`src/rtl/icb_acc_pkg.sv`:
```
// Shared constants and types for the accelerator ICB responder.
package icb_acc_pkg;

  localparam int unsigned ICB_DW = 32;
  localparam int unsigned OFF_W  = 13;

  localparam logic [OFF_W-1:0] CTRL_OFF = 13'h000;
  localparam logic [OFF_W-1:0] MODE_OFF = 13'h004;
  localparam logic [OFF_W-1:0] DATA_OFF = 13'h008;

  localparam logic [2:0] MODE_BUF      = 3'd0;
  localparam logic [2:0] MODE_TANH_POS = 3'd2;
  localparam logic [2:0] MODE_TANH_NEG = 3'd4;

  typedef struct packed {
    logic [ICB_DW-1:0] rdata;
    logic              err;
  } icb_rsp_t;

  typedef enum logic {
    ST_IDLE,
    ST_RSP
  } rsp_state_e;

endpackage

```
`src/rtl/icb_acc_decode.sv`:
```
// Address decoder: splits a bus address into CTRL, MODE and data-window hits.
module icb_acc_decode
  import icb_acc_pkg::*;
#(
  parameter logic [31:0] BASE_ADDR = 32'h1004_2000,
  parameter int unsigned DEPTH     = 4096,
  localparam int unsigned AW       = $clog2(DEPTH)
) (
  input  logic [31:0]   addr,
  output logic          hit_ctrl,
  output logic          hit_mode,
  output logic          hit_data,
  output logic [AW-1:0] entry,
  output logic          err
);

  logic             base_hit;
  logic [OFF_W-1:0] off;
  logic [OFF_W-1:0] rel;

  always_comb begin
    base_hit = (addr[31:13] == BASE_ADDR[31:13]);
    off      = addr[12:0];
    rel      = off - DATA_OFF;
    hit_ctrl = base_hit && (off == CTRL_OFF);
    hit_mode = base_hit && (off == MODE_OFF);
    // Data window is one entry per address step, DEPTH entries long
    hit_data = base_hit && (off >= DATA_OFF) && (32'(rel) < DEPTH);
    entry    = rel[AW-1:0];
    err      = !(hit_ctrl || hit_mode || hit_data);
  end

endmodule

```
`src/rtl/icb_acc_slave_if.sv`:
```
// ICB responder for the accelerator: register file, data-window bridge and
// start/busy/done handshake toward the compute core.
module icb_acc_slave_if
  import icb_acc_pkg::*;
#(
  parameter logic [31:0] BASE_ADDR = 32'h1004_2000,
  parameter int unsigned DEPTH     = 4096,
  parameter int unsigned DW        = ICB_DW,
  localparam int unsigned AW       = $clog2(DEPTH)
) (
  input  logic          clk,
  input  logic          rst,
  input  logic          icb_cmd_valid,
  output logic          icb_cmd_ready,
  input  logic          icb_cmd_read,
  input  logic [31:0]   icb_cmd_addr,
  input  logic [DW-1:0] icb_cmd_wdata,
  input  logic [3:0]    icb_cmd_wmask,
  output logic          icb_rsp_valid,
  input  logic          icb_rsp_ready,
  output logic [DW-1:0] icb_rsp_rdata,
  output logic          icb_rsp_err,
  output logic          mem_en,
  output logic          mem_we,
  output logic [2:0]    mem_sel,
  output logic [AW-1:0] mem_addr,
  output logic [DW-1:0] mem_wdata,
  output logic [3:0]    mem_wmask,
  input  logic [DW-1:0] mem_rdata,
  output logic          acc_start,
  input  logic          acc_done,
  output logic          acc_busy
);

  rsp_state_e    state_q, state_d;
  logic          rsp_hs;
  logic          accept;
  logic          hit_ctrl, hit_mode, hit_data, dec_err;
  logic [AW-1:0] entry;

  logic [2:0]    mode_q;
  logic          ctrl_go_q;
  logic          done_sticky_q;
  logic          busy_q;
  logic          start_q;
  icb_rsp_t      rsp_q;
  logic          rsp_first_q;
  logic          rsp_mem_rd_q;

  logic          reg_wr, mode_wr, ctrl_wr, start_go;
  logic [DW-1:0] rd_value;

  icb_acc_decode #(
    .BASE_ADDR (BASE_ADDR),
    .DEPTH     (DEPTH)
  ) u_decode (
    .addr     (icb_cmd_addr),
    .hit_ctrl (hit_ctrl),
    .hit_mode (hit_mode),
    .hit_data (hit_data),
    .entry    (entry),
    .err      (dec_err)
  );

  // Response-slot state register
  always_ff @(posedge clk) begin
    if (rst) state_q <= ST_IDLE;
    else     state_q <= state_d;
  end

  // Handshake, next state and the accept-cycle memory strobe
  always_comb begin
    state_d       = state_q;
    rsp_hs        = (state_q == ST_RSP) && icb_rsp_ready;
    icb_cmd_ready = !rst && ((state_q == ST_IDLE) || rsp_hs);
    accept        = icb_cmd_valid && icb_cmd_ready;
    mem_en        = accept && hit_data;
    mem_we        = mem_en && !icb_cmd_read;
    mem_addr      = entry;
    mem_wdata     = icb_cmd_wdata;
    mem_wmask     = icb_cmd_wmask;
    if (accept)      state_d = ST_RSP;
    else if (rsp_hs) state_d = ST_IDLE;
  end

  // Register write qualification and read-value selection at accept time
  always_comb begin
    reg_wr   = accept && !icb_cmd_read;
    mode_wr  = reg_wr && hit_mode && icb_cmd_wmask[0];
    ctrl_wr  = reg_wr && hit_ctrl && icb_cmd_wmask[0];
    // A completion arriving in the same cycle frees the core for a new start
    start_go = ctrl_wr && icb_cmd_wdata[0] && !ctrl_go_q && (!busy_q || acc_done);
    rd_value = '0;
    if (icb_cmd_read) begin
      if (hit_ctrl)      rd_value = DW'({done_sticky_q, busy_q});
      else if (hit_mode) rd_value = DW'(mode_q);
    end
  end

  // Control/status registers
  always_ff @(posedge clk) begin
    if (rst) begin
      mode_q        <= 3'd0;
      ctrl_go_q     <= 1'b0;
      done_sticky_q <= 1'b0;
      busy_q        <= 1'b0;
      start_q       <= 1'b0;
    end else begin
      start_q <= start_go;
      if (mode_wr) mode_q    <= icb_cmd_wdata[2:0];
      if (ctrl_wr) ctrl_go_q <= icb_cmd_wdata[0];
      if (start_go) begin
        busy_q        <= 1'b1;
        done_sticky_q <= 1'b0;
      end else if (acc_done) begin
        busy_q        <= 1'b0;
        done_sticky_q <= 1'b1;
      end
    end
  end

  // Response payload; data-window reads latch memory data on the first cycle
  always_ff @(posedge clk) begin
    if (rst) begin
      rsp_q        <= '0;
      rsp_first_q  <= 1'b0;
      rsp_mem_rd_q <= 1'b0;
    end else if (accept) begin
      rsp_q        <= '{rdata: rd_value, err: dec_err};
      rsp_first_q  <= 1'b1;
      rsp_mem_rd_q <= hit_data && icb_cmd_read;
    end else begin
      rsp_first_q <= 1'b0;
      if (rsp_first_q && rsp_mem_rd_q) rsp_q.rdata <= mem_rdata;
    end
  end

  always_comb begin
    icb_rsp_valid = (state_q == ST_RSP);
    icb_rsp_err   = rsp_q.err;
    icb_rsp_rdata = (rsp_first_q && rsp_mem_rd_q) ? mem_rdata : rsp_q.rdata;
    mem_sel       = mode_q;
    acc_start     = start_q;
    acc_busy      = busy_q;
  end

endmodule

```
`config.mk`:
```
export PLATFORM = sky130hd
export DESIGN_NAME = icb_acc_slave_if
export DESIGN_NICKNAME = d
export VERILOG_FILES = /design/src/rtl/icb_acc_pkg.sv /design/src/rtl/icb_acc_decode.sv /design/src/rtl/icb_acc_slave_if.sv
export SDC_FILE = /design/constraint.sdc
export NUM_CORES = 1
export LEC_CHECK = 0
export CAP_MARGIN = 5
export CELL_PAD_IN_SITES_DETAIL_PLACEMENT = 1
export CELL_PAD_IN_SITES_GLOBAL_PLACEMENT = 1
export CORE_ASPECT_RATIO = 0.9
export CORE_UTILIZATION = 24
export DETAILED_ROUTE_END_ITERATION = 10
export PLACE_DENSITY = 0.95
export SKIP_CTS_REPAIR_TIMING = 1
export SKIP_LAST_GASP = 1
export SYNTH_ARGS = -nofsm -noshare
export SYNTH_HDL_FRONTEND = slang
export SYNTH_SLANG_ARGS = --single-unit
```
`constraint.sdc`:
```
create_clock -name clk -period 6.6 [get_ports clk]
set_input_delay 1.65 -clock clk [delete_from_list [all_inputs] [get_ports clk]]
set_output_delay 1.65 -clock clk [all_outputs]
set_load 0.02 [all_outputs]
```
---- After elaboration in Yosys (flattened, before gate mapping) ----
Cells that the tools add are included.
storage, ports and cells
  bits of input ports ..................... 106
  output and inout bits ................... 90
  register bits ........................... 43
  logic and storage cells ................. 58
cells by class
  order comparisons ....................... 2
  $add $sub $neg .......................... 1
  bitwise operators ....................... 1
  reductions and logical operators ........ 32
  equal/unequal tests ..................... 2
  mux-type cells .......................... 10
operator list
  cell                                                                                  count
  32-bit 2-to-1 mux                                                                     2
  19-bit by 16-bit equality test with 1-bit output, second input constant               1
  1-bit logical AND                                                                     19
  13-bit by 3-bit equality test with 1-bit output, second input constant                1
  13-bit by 4-bit greater-or-equal comparator with 1-bit output, second input constant  1
  13-bit zero test                                                                      1
  13-bit less-than comparator, second input constant                                    1
  13-bit by 4-bit subtractor with 13-bit output, second input constant                  1
  3-bit 2-to-1 mux                                                                      3
  1-bit zero test                                                                       5
  1-bit 2-to-1 mux                                                                      5
  1-bit logical OR                                                                      4
  2-bit nonzero test                                                                    2
  2-bit OR reduction                                                                    1
  1-bit inverter                                                                        1

---- Logic depth before layout (Yosys ltp) ----
  depth in word-level cells ............... 11
  mapped depth ............................ 8
  mapped depth without buffers ............ 7

---- Hierarchy ----
A second synthesis with hierarchy kept.
unflattened totals
  cells, all modules ...................... 240
  area, all modules ....................... 2364.8 um2
by module, submodules not included
  module            sequential area each (um2)  cells each  instances  area an instance (um2)
  icb_acc_slave_if  860.8                       196         1          2030.7
  icb_acc_decode    0.0                         44          1          334.1

---- Worst setup path before layout ----
Ideal clock, no wire load.
  path type ............................... in2out
  start point ............................. input port icb_cmd_addr[4]
  end point ............................... output port mem_we
  arrival time ............................ 3.172 ns
  buffers on the path ..................... 0
  stages .................................. 7
  required time ........................... 4.950 ns
  setup slack ............................. 1.778 ns
  path through ............................ inv_1 -> ha_1 -> or4b_1 -> o211ai_1 -> a21boi_0 -> o21a_1 -> nor3_1
on the way
  longest elaborated chain between the ends .. 5
  elaborated cells between the ends (all ways) .. 7
  those cells by class .................... add/sub (1); order compare (2); reduce/logical (4)
ends and longest elaborated chain
  element                                                                                                                         RTL line                                    RTL
  start, declared                                                                                                                 icb_acc_slave_if.sv:16                      input logic [31:0] icb_cmd_addr,
  13-bit by 4-bit subtractor with 13-bit output or 13-bit by 4-bit greater-or-equal comparator with 1-bit output (tied branches)  icb_acc_decode.sv:24, icb_acc_decode.sv:28
  13-bit less-than comparator or 1-bit logical AND (tied branches)                                                                icb_acc_decode.sv:28                        hit_data = base_hit && (off >= DATA_OFF) && (32'(rel) < DEPTH);
  1-bit logical AND *                                                                                                             icb_acc_decode.sv:28
  1-bit logical AND *                                                                                                             icb_acc_slave_if.sv:77                      mem_en = accept && hit_data;
  1-bit logical AND *                                                                                                             icb_acc_slave_if.sv:78                      mem_we = mem_en && !icb_cmd_read;
  end, declared                                                                                                                   icb_acc_slave_if.sv:24                      output logic mem_we,
Every way passes the cells marked *; elsewhere a longest branch is shown, timed or not.

---- Final worst setup path ----
Ends and elaborated chain as after synthesis.

==> metrics.csv <==
metric,value,unit
status,"complete, no violations",
Final TNS setup,0,ns
GR Overflow Total,0,
PortBufs,131,
final setup vio count,0,
reg-to-reg setup timing slack,5.12,ns
fmax,174,MHz
"commonest non-fill, non-tap cell in the layout",clkdlybuf4s50_1,
Final Power,525,uW
"area leader, netlist",dfxtp_1,
synthesis-to-layout area growth,53.0,%
R2R Path End,done_sticky_q,
worst hold-check path type,reg2reg,
Die W,106,um
CP Class,in2out,
Critical Path Most Common Cell,clkdlybuf4s50_1,
Required @ worst endpoint,4.95,ns
area of the multi-input gates,1130,um2
largest net degree at the start of global routing,33,
post-route worst setup slack,0.860,ns
CP Cell Sequence,clkdlybuf4s50_1 -> inv_1 -> ha_1 -> or4b_1 -> o211ai_1 -> a21boi_0 -> o21a_1 -> nor3_1 -> clkdlybuf4s50_1,
"Period Utilization, post-route",0.870,
Unique masters post-synth,44,
detail-routed via count per cell,4.50,
post-synth top area share,0.368,
TritonCTS Buffers,5,
switching share of power,0.249,
worst r2r path cells,6,
internal power,394,uW
leak pwr,0.00138,uW
Synth Register Bits,43,
Final nets,448,
Async SR Flop Fraction,0,
CTS Root Cell,clkbuf_8,
H-Tree Depth,2,
Placer Congestion,0.735,
pre-CTS WS,0.843,ns
Final Hold Vio Count,0,
worst r2r src,icb_rsp_valid,
hold path start,ctrl_go_q,
Hold Path Cell Cnt,2,
maximum vdd ir drop,0.0000701,V
clock skew,0.00649,ns
first-pass GRT wire length,10800,um
vias in the first global route,2250,
I/O pin count,196,
Hold EP,ctrl_go_q,
WL per Instance,15.0,um
Initial Utilization,0.252,
final WL,6970,um
P_sw,130,uW
drt pass-1 iters,4,
Worst-Margin Slew,0.466,ns
Mapped Area,2340,um2
routed wire length on met3,487,um
clock tree buffer depth,2,
metal2 WL,3450,um
slew margin rel.,0.689,
Die Span Y,95.7,um
ys flop type,dfxtp_1,
core box area,9290,um2
DP HPWL,5670,um
syn nets,355,
clk sinks,43,
CP arrival,4.09,ns
Setup crit start,icb_cmd_addr[4],
DRT met1 WL,2950,um
power per cell area,146,nW/um2
gr usage total,0.136,
slowest CP cell,clkdlybuf4s50_1,
Worst-Skew Late Latency,0.29,ns
MaxCap Viol Count,0,
CP Capture Type,output pin,
Top Layer Used,met4,
max-slew violation count,0,
Fill cells,1046,
Mean Syn Cell Area,9.48,um2
Worst-path clk slew,0.09,ns
initial antenna violation count,0,
TritonCTS clock tree,done,
"Largest stage delay, worst path",0.63,ns
FP Rows,33,
area of the die,10200,um2
# diodes,0,
crit path launch type,primary input,
ANT nets after route,0,
Register Area,861,um2
"top cells by area, synth","dfxtp_1 37%, mux2_2 15%, buf_4 13%",
Comb pwr share,0.186,
"commonest non-fill, non-tap cells in the layout","131 x clkdlybuf4s50_1, 43 x dfxtp_1, 32 x mux2_2",
RSZ-0062 raised after global routing,false,
Clk pwr share,0.315,
Seq pwr share,0.500,
share of cells above drive strength 1,0.144,
1st-iter DRT viols,27,
drt drc,0,
Period minus WS final,5.74,ns
number of warnings issued by yosys,0,
"EDFF count, synth",0,
Vias,2084,
Mapped Cells,247,
critical path peak fanout,3,
post-synthesis sequential area ratio,0.368,
## flip-flops by register name, indices dropped and copies added, names as in the netlist
register / cells
icb_rsp_valid: 1
rsp_q: 32
acc_start: 1
acc_busy: 1
rsp_mem_rd_q: 1
rsp_first_q: 1
mem_sel: 3
done_sticky_q: 1
icb_rsp_err: 1
ctrl_go_q: 1
## cell type report
class,instances,share of cell area
flip-flops and latches,43,0.240
clock inverters,2,0.00349
clock buffers,6,0.0203
repair buffers,134,0.372
well taps,122,0.0426
multi-input cells,150,0.315
inverters,6,0.00628
## stage by stage
stage	std cells	instance area, um2	hold slack (ns)	util
after global routing	463	3580	0.518	0.386
after floorplan	247	2340	0.442	-
final	463	3580	0.486	0.386
after global placement	455	3500	0.448	0.377
after detailed placement	455	3500	0.476	0.377
after CTS	463	3580	0.488	0.386
## worst max-delay path by stage
stage / endpoint / cells after the start / slack (ns)
after global placement: mem_we / 9 / 0.97
final: mem_we / 9 / 0.86
after detailed placement: mem_we / 9 / 0.84
after global routing: mem_we / 9 / 0.71
after floorplan: mem_we / 7 / 1.78
after CTS: mem_we / 9 / 0.85
## synthesized netlist by cell type, types with 2 or more instances
cell type,instances
a21oi_1,6
a31oi_1,2
and2_1,29
and4_1,2
buf_1,3
buf_4,41
clkbuf_1,4
dfxtp_1,43
ha_1,2
inv_1,6
mux2_2,32
mux2i_1,2
nand2_1,8
nand2b_1,3
nand3_1,7
nand4_1,4
nor2_1,6
nor2b_1,4
nor3_1,5
nor4_1,2
nor4b_1,2
o21ai_0,4
o21ai_1,4
xnor2_1,4
xor2_1,3
## critical path, delay by kind of cell
kind,cells,cell delay (ns)
adders and majority gates,1,0.15
and+or+nand+nor,2,0.57
buffers and inverters,3,1.22
AOI/OAI and AO/OA,3,0.50
## routing by layer
layer	global-route usage	up-vias
li1	-	990
met1	0.157	982
met2	0.247	94
met3	0.0372	18
met4	0.0347	0
met5	0	-
## cell families after synthesis
group,count (synthesis),share of synthesized area
multiplexers,34,0.162
AO/OA/AOI/OAI,22,0.0566
flip-flops,43,0.368
AND/OR/NAND/NOR,85,0.224
XOR/XNOR,7,0.0262
adder cells (fa/ha/maj),2,0.0107
buffers and inverters,54,0.152
## power by group through the flow
stage / registers, uW / clock network, uW / logic, uW
CTS: 262 / 176 / 98.4
global route: 263 / 186 / 104
finish: 262 / 165 / 97.4
global placement: 268 / 0 / 95.7
floorplan: 269 / 0 / 57.8
detailed placement: 268 / 0 / 97.9
(Power assumes the default switching activity.)
